`src/rtl/decrementer_counter_if.sv`:
```
// rtl/decrementer_counter_if.sv - control and status bundle for decrementer_counter
interface decrementer_counter_if #(
  parameter int SIZE = 32
);
  logic            clear;
  logic            load;
  logic [SIZE-1:0] load_value;
  logic            valid;
  logic [SIZE-1:0] out;
  logic            busy;
  logic            done;

  modport master (
    output clear, load, load_value, valid,
    input  out, busy, done
  );

  modport slave (
    input  clear, load, load_value, valid,
    output out, busy, done
  );
endinterface

```
`src/rtl/decrementer_counter.sv`:
```
// rtl/decrementer_counter.sv - loadable down-counter with terminal-count pulse; DECREMENTER_AUTO_RELOAD_EN adds auto-reload
module decrementer_counter #(
  parameter int SIZE = 32,
  parameter int STEP = 1
) (
  input  logic                 PCLK,
  input  logic                 PRESETn,
  decrementer_counter_if.slave bus
);

  localparam logic [SIZE-1:0] STEP_V = SIZE'(STEP);

  typedef enum logic {IDLE, COUNT} state_t;

  state_t          state_q, state_d;
  logic [SIZE-1:0] out_q, out_d;
  logic            done_q, done_d;
  logic            valid_en;

`ifdef DECREMENTER_AUTO_RELOAD_EN
  logic [SIZE-1:0] reload_q, reload_d;
`endif

  // X or Z on valid must never advance the count
  assign valid_en = (bus.valid === 1'b1);

  always_comb begin
    state_d = state_q;
    out_d   = out_q;
    done_d  = 1'b0;
`ifdef DECREMENTER_AUTO_RELOAD_EN
    reload_d = reload_q;
`endif
    if (bus.clear) begin
      state_d = IDLE;
      out_d   = '0;
    end else if (bus.load) begin
      out_d = bus.load_value;
      if (bus.load_value != '0) begin
        state_d = COUNT;
`ifdef DECREMENTER_AUTO_RELOAD_EN
        reload_d = bus.load_value;
`endif
      end else begin
        state_d = IDLE;
        done_d  = 1'b1;
      end
    end else if (state_q == COUNT && valid_en) begin
      if (out_q > STEP_V) begin
        out_d = out_q - STEP_V;
      end else begin
        // terminal count saturates rather than wrapping
        done_d = 1'b1;
`ifdef DECREMENTER_AUTO_RELOAD_EN
        out_d = reload_q;
`else
        out_d   = '0;
        state_d = IDLE;
`endif
      end
    end
  end

  always_ff @(posedge PCLK) begin
    if (!PRESETn) begin
      state_q <= IDLE;
      out_q   <= '0;
      done_q  <= 1'b0;
`ifdef DECREMENTER_AUTO_RELOAD_EN
      reload_q <= '0;
`endif
    end else begin
      state_q <= state_d;
      out_q   <= out_d;
      done_q  <= done_d;
`ifdef DECREMENTER_AUTO_RELOAD_EN
      reload_q <= reload_d;
`endif
    end
  end

  assign bus.out  = out_q;
  assign bus.busy = (state_q == COUNT);
  assign bus.done = done_q;

endmodule

```
`src/flat_wrapper.sv`:
```
// flat-port wrapper written by rule: the top's interface ports become plain ports
module decrementer_counter_flat 
#(
  parameter int SIZE = 32,
  parameter int STEP = 1
)
  (PCLK, PRESETn, bus_clear, bus_load, bus_load_value, bus_valid, bus_out, bus_busy, bus_done);
  decrementer_counter_if #(.SIZE(SIZE)) bus_i ();
  input  logic PCLK;
  input  logic PRESETn;
  input wire logic [$bits(bus_i.clear)-1:0] bus_clear;
  input wire logic [$bits(bus_i.load)-1:0] bus_load;
  input wire logic [$bits(bus_i.load_value)-1:0] bus_load_value;
  input wire logic [$bits(bus_i.valid)-1:0] bus_valid;
  output wire logic [$bits(bus_i.out)-1:0] bus_out;
  output wire logic [$bits(bus_i.busy)-1:0] bus_busy;
  output wire logic [$bits(bus_i.done)-1:0] bus_done;
  assign bus_i.clear = bus_clear;
  assign bus_i.load = bus_load;
  assign bus_i.load_value = bus_load_value;
  assign bus_i.valid = bus_valid;
  assign bus_out = bus_i.out;
  assign bus_busy = bus_i.busy;
  assign bus_done = bus_i.done;
  decrementer_counter #(.SIZE(SIZE), .STEP(STEP)) u_core (.PCLK(PCLK), .PRESETn(PRESETn), .bus(bus_i));
endmodule
```
`config.mk`:
```
export PLATFORM = sky130hd
export DESIGN_NAME = decrementer_counter_flat
export DESIGN_NICKNAME = d
export VERILOG_FILES = /design/src/rtl/decrementer_counter_if.sv /design/src/rtl/decrementer_counter.sv /design/src/flat_wrapper.sv
export SDC_FILE = /design/constraint.sdc
export NUM_CORES = 1
export LEC_CHECK = 0
export BUFFER_PORTS_ARGS = -buffer_cell sky130_fd_sc_hd__buf_4
export CAP_MARGIN = 20
export CORE_ASPECT_RATIO = 1.25
export CORE_UTILIZATION = 36
export CTS_BUF_LIST = sky130_fd_sc_hd__clkbuf_8
export DETAILED_ROUTE_END_ITERATION = 7
export SETUP_SLACK_MARGIN = 0.4
export SLEW_MARGIN = 20
export SYNTH_ARGS = -nofsm -noshare
export SYNTH_HDL_FRONTEND = slang
export SYNTH_SLANG_ARGS = --single-unit
```
`constraint.sdc`:
```
create_clock -name PCLK -period 2.56 [get_ports PCLK]
set_input_delay 0.256 -clock PCLK [delete_from_list [all_inputs] [get_ports PCLK]]
set_output_delay 0.256 -clock PCLK [all_outputs]
set_load 0.05 [all_outputs]
```
==> results of run 1 <==
[final timing paths]
path | from | end | cells after the start | slack, ns
max reg2reg | u_core.bus.out[19] | u_core.bus.out[22] | 6 | 0.41
min | bus_load_value[30] | u_core.bus.out[30] | 3 | 0.21
min reg2reg | u_core.bus.busy | u_core.bus.busy | 2 | 0.50
max | u_core.bus.out[19] | u_core.bus.out[22] | 6 | 0.41
[metal layers]
| metal | vias up | global-route usage | share of wire |
|---|---|---|---|
| li1 | 1283 | - | - |
| met1 | 1298 | 0.313 | 0.41 |
| met2 | 90 | 0.406 | 0.52 |
| met3 | 12 | 0.0368 | 0.049 |
| met4 | 0 | 0.0703 | 0.018 |
| met5 | - | 0 | 0 |
[registers in the layout (all words and copies together) (netlist names)]
register	count
u_core.bus.out	32
u_core.bus.busy	1
u_core.bus.done	1
[layout make-up]
cell class / count / area [um^2]
inverters: 5 / 21.3
fillers: 577 / 2620
well taps: 82 / 103
multi-input cells: 229 / 1670
clock buffers: 5 / 68.8
flip-flops and latches: 34 / 689
clock inverters: 2 / 7.51
repair buffers: 99 / 763
[repair_timing]
item	4_1_cts	5_1_grt
pin swaps	4	15
setup endpoints to repair	26	27
hold buffers	0	0
buffers inserted	5	6
gates cloned	0	2
hold endpoints to repair	0	0
gates resized for setup	5	31
[cell usage after synthesis, types with 3 or more instances]
cell type  count
nand2b_1       3
a22oi_1        4
a221oi_2       5
nor4_1        19
xor2_1        10
or4_1          5
nor2_1        38
clkbuf_1      15
dfxtp_1       34
nor3_1        14
a21oi_1       15
mux2_2         3
a221oi_1      15
inv_1          5
o21ai_0        5
nand4_1        7
and3_1        18
nand2_1       20
nand3_1       10
or3_1          4
[cell families after synthesis]
| family | count (synthesis) | share of synthesized area |
|---|---|---|
| and+or+nand+nor | 153 | 0.383 |
| adders and majority gates | 2 | 0.0111 |
| DFF | 34 | 0.301 |
| AOI/OAI and AO/OA | 59 | 0.205 |
| xor gates and xnor gates | 10 | 0.0387 |
| buffers and inverters | 23 | 0.0421 |
| muxes | 4 | 0.0194 |
[stage by stage]
step	cell area [um^2]	utilization	worst slack (ns)	hold slack, ns
2_1_floorplan	2270	-	0.402	0.388
3_3_place_gp	2950	0.498	0.229	0.497
3_5_place_dp	2950	0.498	0.246	0.500
4_1_cts	3090	0.521	0.389	0.208
5_1_grt	3320	0.559	0.320	0.212
6_report	3320	0.559	0.413	0.212
[where the power goes]
group / total (mW) / switching, mW / leakage, nW / internal [mW]
clock: 0.369 / 0.189 / 0.0466 / 0.179
combinational: 0.548 / 0.316 / 1.14 / 0.232
sequential: 0.582 / 0.0342 / 0.280 / 0.548
[tightest hold or removal path, stage by stage]
cell and delay [ns]:
buf_4 0.09, a221oi_2 0.04, nor2_1 0.07
==> results.cfg, run 1 <==
[worst_setup_path]
critical_path.max_stage_delay_ns = 0.38
crit_path_end_kind = flop
critical_path.cell_chain = nor4_4 > nand4_4 > nor4_2 > mux2_2 > a221oi_1 > nor2_1
cp.arrival_ns = 2.31
path_max_fanout = 6
startpoint_type = flop
crit_buf_inv = 0
crit_type = flop to flop
cp.required_ns = 2.72
worst_path_max_delay_cell = mux2_2
crit_family = simple AND/OR/NAND/NOR gates

[clock_tree]
cts_root_buffer = clkbuf_8
worstSkewPairLatency_ns = 0.28
cts_tree = yes
cts_buffers = 5
clk_path_buf_depth = 2
htree_levels = 2
clkTransAtPathRegs_ns = 0.07
clock_sinks = 34

[routing]
dr.pass1.iters = 4
drt_iter0_drc = 193
vias_per_cell = 5.88
drc_errors = 0
drt-wirelength-per-cell_um = 17.8
via_count = 2683
route.antenna.remaining_nets = 0
wl_um = 8140

[synthesis]
synth_area_um2 = 2260
yosysTopAreaCell = dfxtp_1
synth_edf_count = 0
synth_seq_cells = 34
ys_async_sr_fraction = 0
ys_top_cells_by_area = dfxtp_1 30%, nor2_1 6.3%, a221oi_1 5.8%, nor4_1 5.3%, and3_1 5.0%
synth_top_area_share = 0.301
yosys_most_used_dff = dfxtp_1
syn_avg_cell_area_um2 = 7.93
synth_cell_type_count = 46
yosys_warnings = 0
synth_seq_area_share = 0.301
postSynthCellCount = 285
synth_fp_nets = 324

[floorplan]
die_h_um = 90.6
initial_utilization = 0.381
io_pins = 71
die_w_um = 72.9
num_rows = 31
dieArea_um2 = 6600
core_area_um2 = 5930

[cells_and_area]
layout_common_cells = 96 x buf_4, 36 x nor2_1, 29 x dfxtp_1, 20 x nand2_1, 18 x and3_1
drive_above_1_share = 0.409
final_common_cell = buf_4
area_delta_synth_final_pct = 46.8
diodes = 0
finalNonFillerCells = 456
nets = 413

[pwr]
power_density_nw_per_um2 = 452
p_leak_nw = 1.47
power_mw = 1.50
peakVddDrop_uv = 235

[placement]
port_buffers = 70
place_inst = 436
globalplace.congestion = 0.835
dp_hpwl_um = 5590

[outcome]
status = finished, final reports clean

[sta]
hold_violations = 0
finalMaxSlewViolations = 0
setup_violations = 0
fin_crit_ns = 2.15
tightest_slew_ns = 0.561
fmax_ghz = 0.466
grt_setup_unrepaired = yes
skew_ns = 0.00271
slew_headroom = 0.626
period_share = 0.839
setup_tns_ns = 0

[global_route]
antenna_found_initial = 0
grt_overflow_total = 0
grt_start_max_net_pins = 43
grt_pass1_wl_um = 12300
track_usage = 0.241
grt_pass1_vias = 2383

[hold_path]
hp-class = primary input to flop

[job]
drv_cap = 0
No activity file was read; power rests on OpenSTA's default activity.
==> run 2, diff against run 1 <==
- clock period: 2.56 -> 1.9 ns (I/O delays scaled with it)
==> run 2 against run 1 <==
The flow now finishes with violations (negative setup slack). Maximum frequency fell by 0.35%. Critical path depth increased by 2. Sequential cell count unchanged. Final cell count rose by 14%. Via count is 11% higher. Die area unchanged. Count of clock-buffer cells in the layout did not move. Register-to-register slack worse by 0.67 ns. Final area rose by 26%. Largest power group is now combinational logic. Clock skew rose by 0.0087 ns. First-iteration DRC count grew 11%. Sequential power up 31%. Largest cell class unchanged.
==> results.cfg, run 2 (synthesis gave the netlist of run 1 again) <==
[outcome]
status = finished, violations left
violations = negative setup slack

[sta]
hold_violations = 0
finalMaxSlewViolations = 0
hold_slack_ns = 0.136
tightest_slew_ns = 0.422
period_share = 1.13
setup_tns_ns = -4.46
fin_crit_ns = 2.15
grt_setup_unrepaired = yes
setup_violations = 29
slew_headroom = 0.716
final.setup.worst_slack_ns = -0.254
fmax_ghz = 0.464
skew_ns = 0.0114

[floorplan]
dieArea_um2 = 6600
initial_utilization = 0.381
die_h_um = 90.6
die_w_um = 72.9
num_rows = 31
io_pins = 71
core_area_um2 = 5930

[cells_and_area]
layout_common_cells = 147 x buf_4, 34 x nor2_1, 19 x nand2_1, 18 x and3_1
diodes = 0
nets = 478
largest_register_ffs = 32
drive_above_1_share = 0.611
area_delta_synth_final_pct = 85.6
final_common_cell = buf_4
finalNonFillerCells = 522
fin_util = 0.707

[placement]
place_inst = 497
globalplace.congestion = 0.842
port_buffers = 70
dp_hpwl_um = 6430
dp_slack_ns = -0.360

[clock_tree]
cts_hold_buf = 0
clk_path_buf_depth = 2
clock_sinks = 34
worstSkewPairLatency_ns = 0.30
cts_root_buffer = clkbuf_8
cts_buffers = 5
htree_levels = 2
clkTransAtPathRegs_ns = 0.08
cts_tree = yes

[global_route]
antenna_found_initial = 0
grt_overflow_total = 0
grt_start_max_net_pins = 33
grt_pass1_vias = 2869
grt_pass1_wl_um = 14200
track_usage = 0.275

[pwr]
peakVddDrop_uv = 324
power_density_nw_per_um2 = 559
p_leak_nw = 1.89

[routing]
drt-wirelength-per-cell_um = 17.3
wl_um = 9050
dr.pass1.iters = 4
vias_per_cell = 5.69
via_count = 2970
drc_errors = 0
route.antenna.remaining_nets = 0
drt_iter0_drc = 215

[worst_setup_path]
cp.required_ns = 2.08
path_max_fanout = 6
startpoint_type = flop
cp.arrival_ns = 2.34
crit_path_end_kind = flop
crit_type = flop to flop

[job]
drv_cap = 0

[hold_path]
hp-class = primary input to flop
## run 2: cell types whose count changed in the layout (fill, tap and decap cells not counted), moves of 4 or more
cell      delta
buf_6       +13
a221oi_2     +4
nor4_2       -4
nand3_2      +4
dfxtp_1     -18
buf_4       +51
nor4_4       +4
nand3_1      -5
dfxtp_2     +12
dfxtp_4      +6
a221oi_1     -7
nor3_1       -4
## run 2: critical path: stages, from the launching register on
cell and delay [ns]:
dfxtp_2 0.34, nor4_4 0.37, nand4_1 0.26, nor4b_4 0.41, nor3_4 0.07, buf_6 0.15
buf_12 0.14, a221oi_2 0.23, nor2_1 0.06
## run 2: where the power goes
part           switching [mW]  internal [mW]  total, mW
combinational           0.550          0.504       1.05
clock                   0.281          0.247      0.528
sequential             0.0278          0.735      0.763
total                   0.859           1.49       2.34
## run 2: through the flow
stage               total power, mW  area, um^2
floorplan                      1.23        2470
global placement               1.61        3590
detailed placement             1.62        3590
CTS                            2.25        3960
global route                   2.44        4200
finish                         2.34        4200
## run 2: repair_timing
action | CTS | global route
pin swaps | 25 | 29
gates resized for setup | 32 | 38
setup endpoints to repair | 34 | 34
cloned | 0 | 0
setup buffers | 13 | 4
## run 2: layout make-up
class	instances	area, um^2
multi-input cells	228	1930
clock buffers	5	68.8
fillers	479	1740
well taps	82	103
flip-flops and latches	34	727
inverters	5	23.8
repair buffers	165	1330
clock inverters	3	12.5
## run 2: routing by layer
metal,global-route usage,vias up,wire length (um)
met5,0,-,0
met4,0.0735,0,171
met3,0.0525,15,517
met2,0.484,124,4710
met1,0.334,1421,3650
li1,-,1410,-
## run 2: worst paths after layout
kind,startpoint,endpoint,slack [ns],cells after the start
min,bus_load_value[7],u_core.bus.out[7],0.14,3
min reg2reg,u_core.bus.busy,u_core.bus.busy,0.53,2
max reg2reg,u_core.bus.out[22],u_core.bus.out[26],-0.25,8
max,u_core.bus.out[22],u_core.bus.out[26],-0.25,8
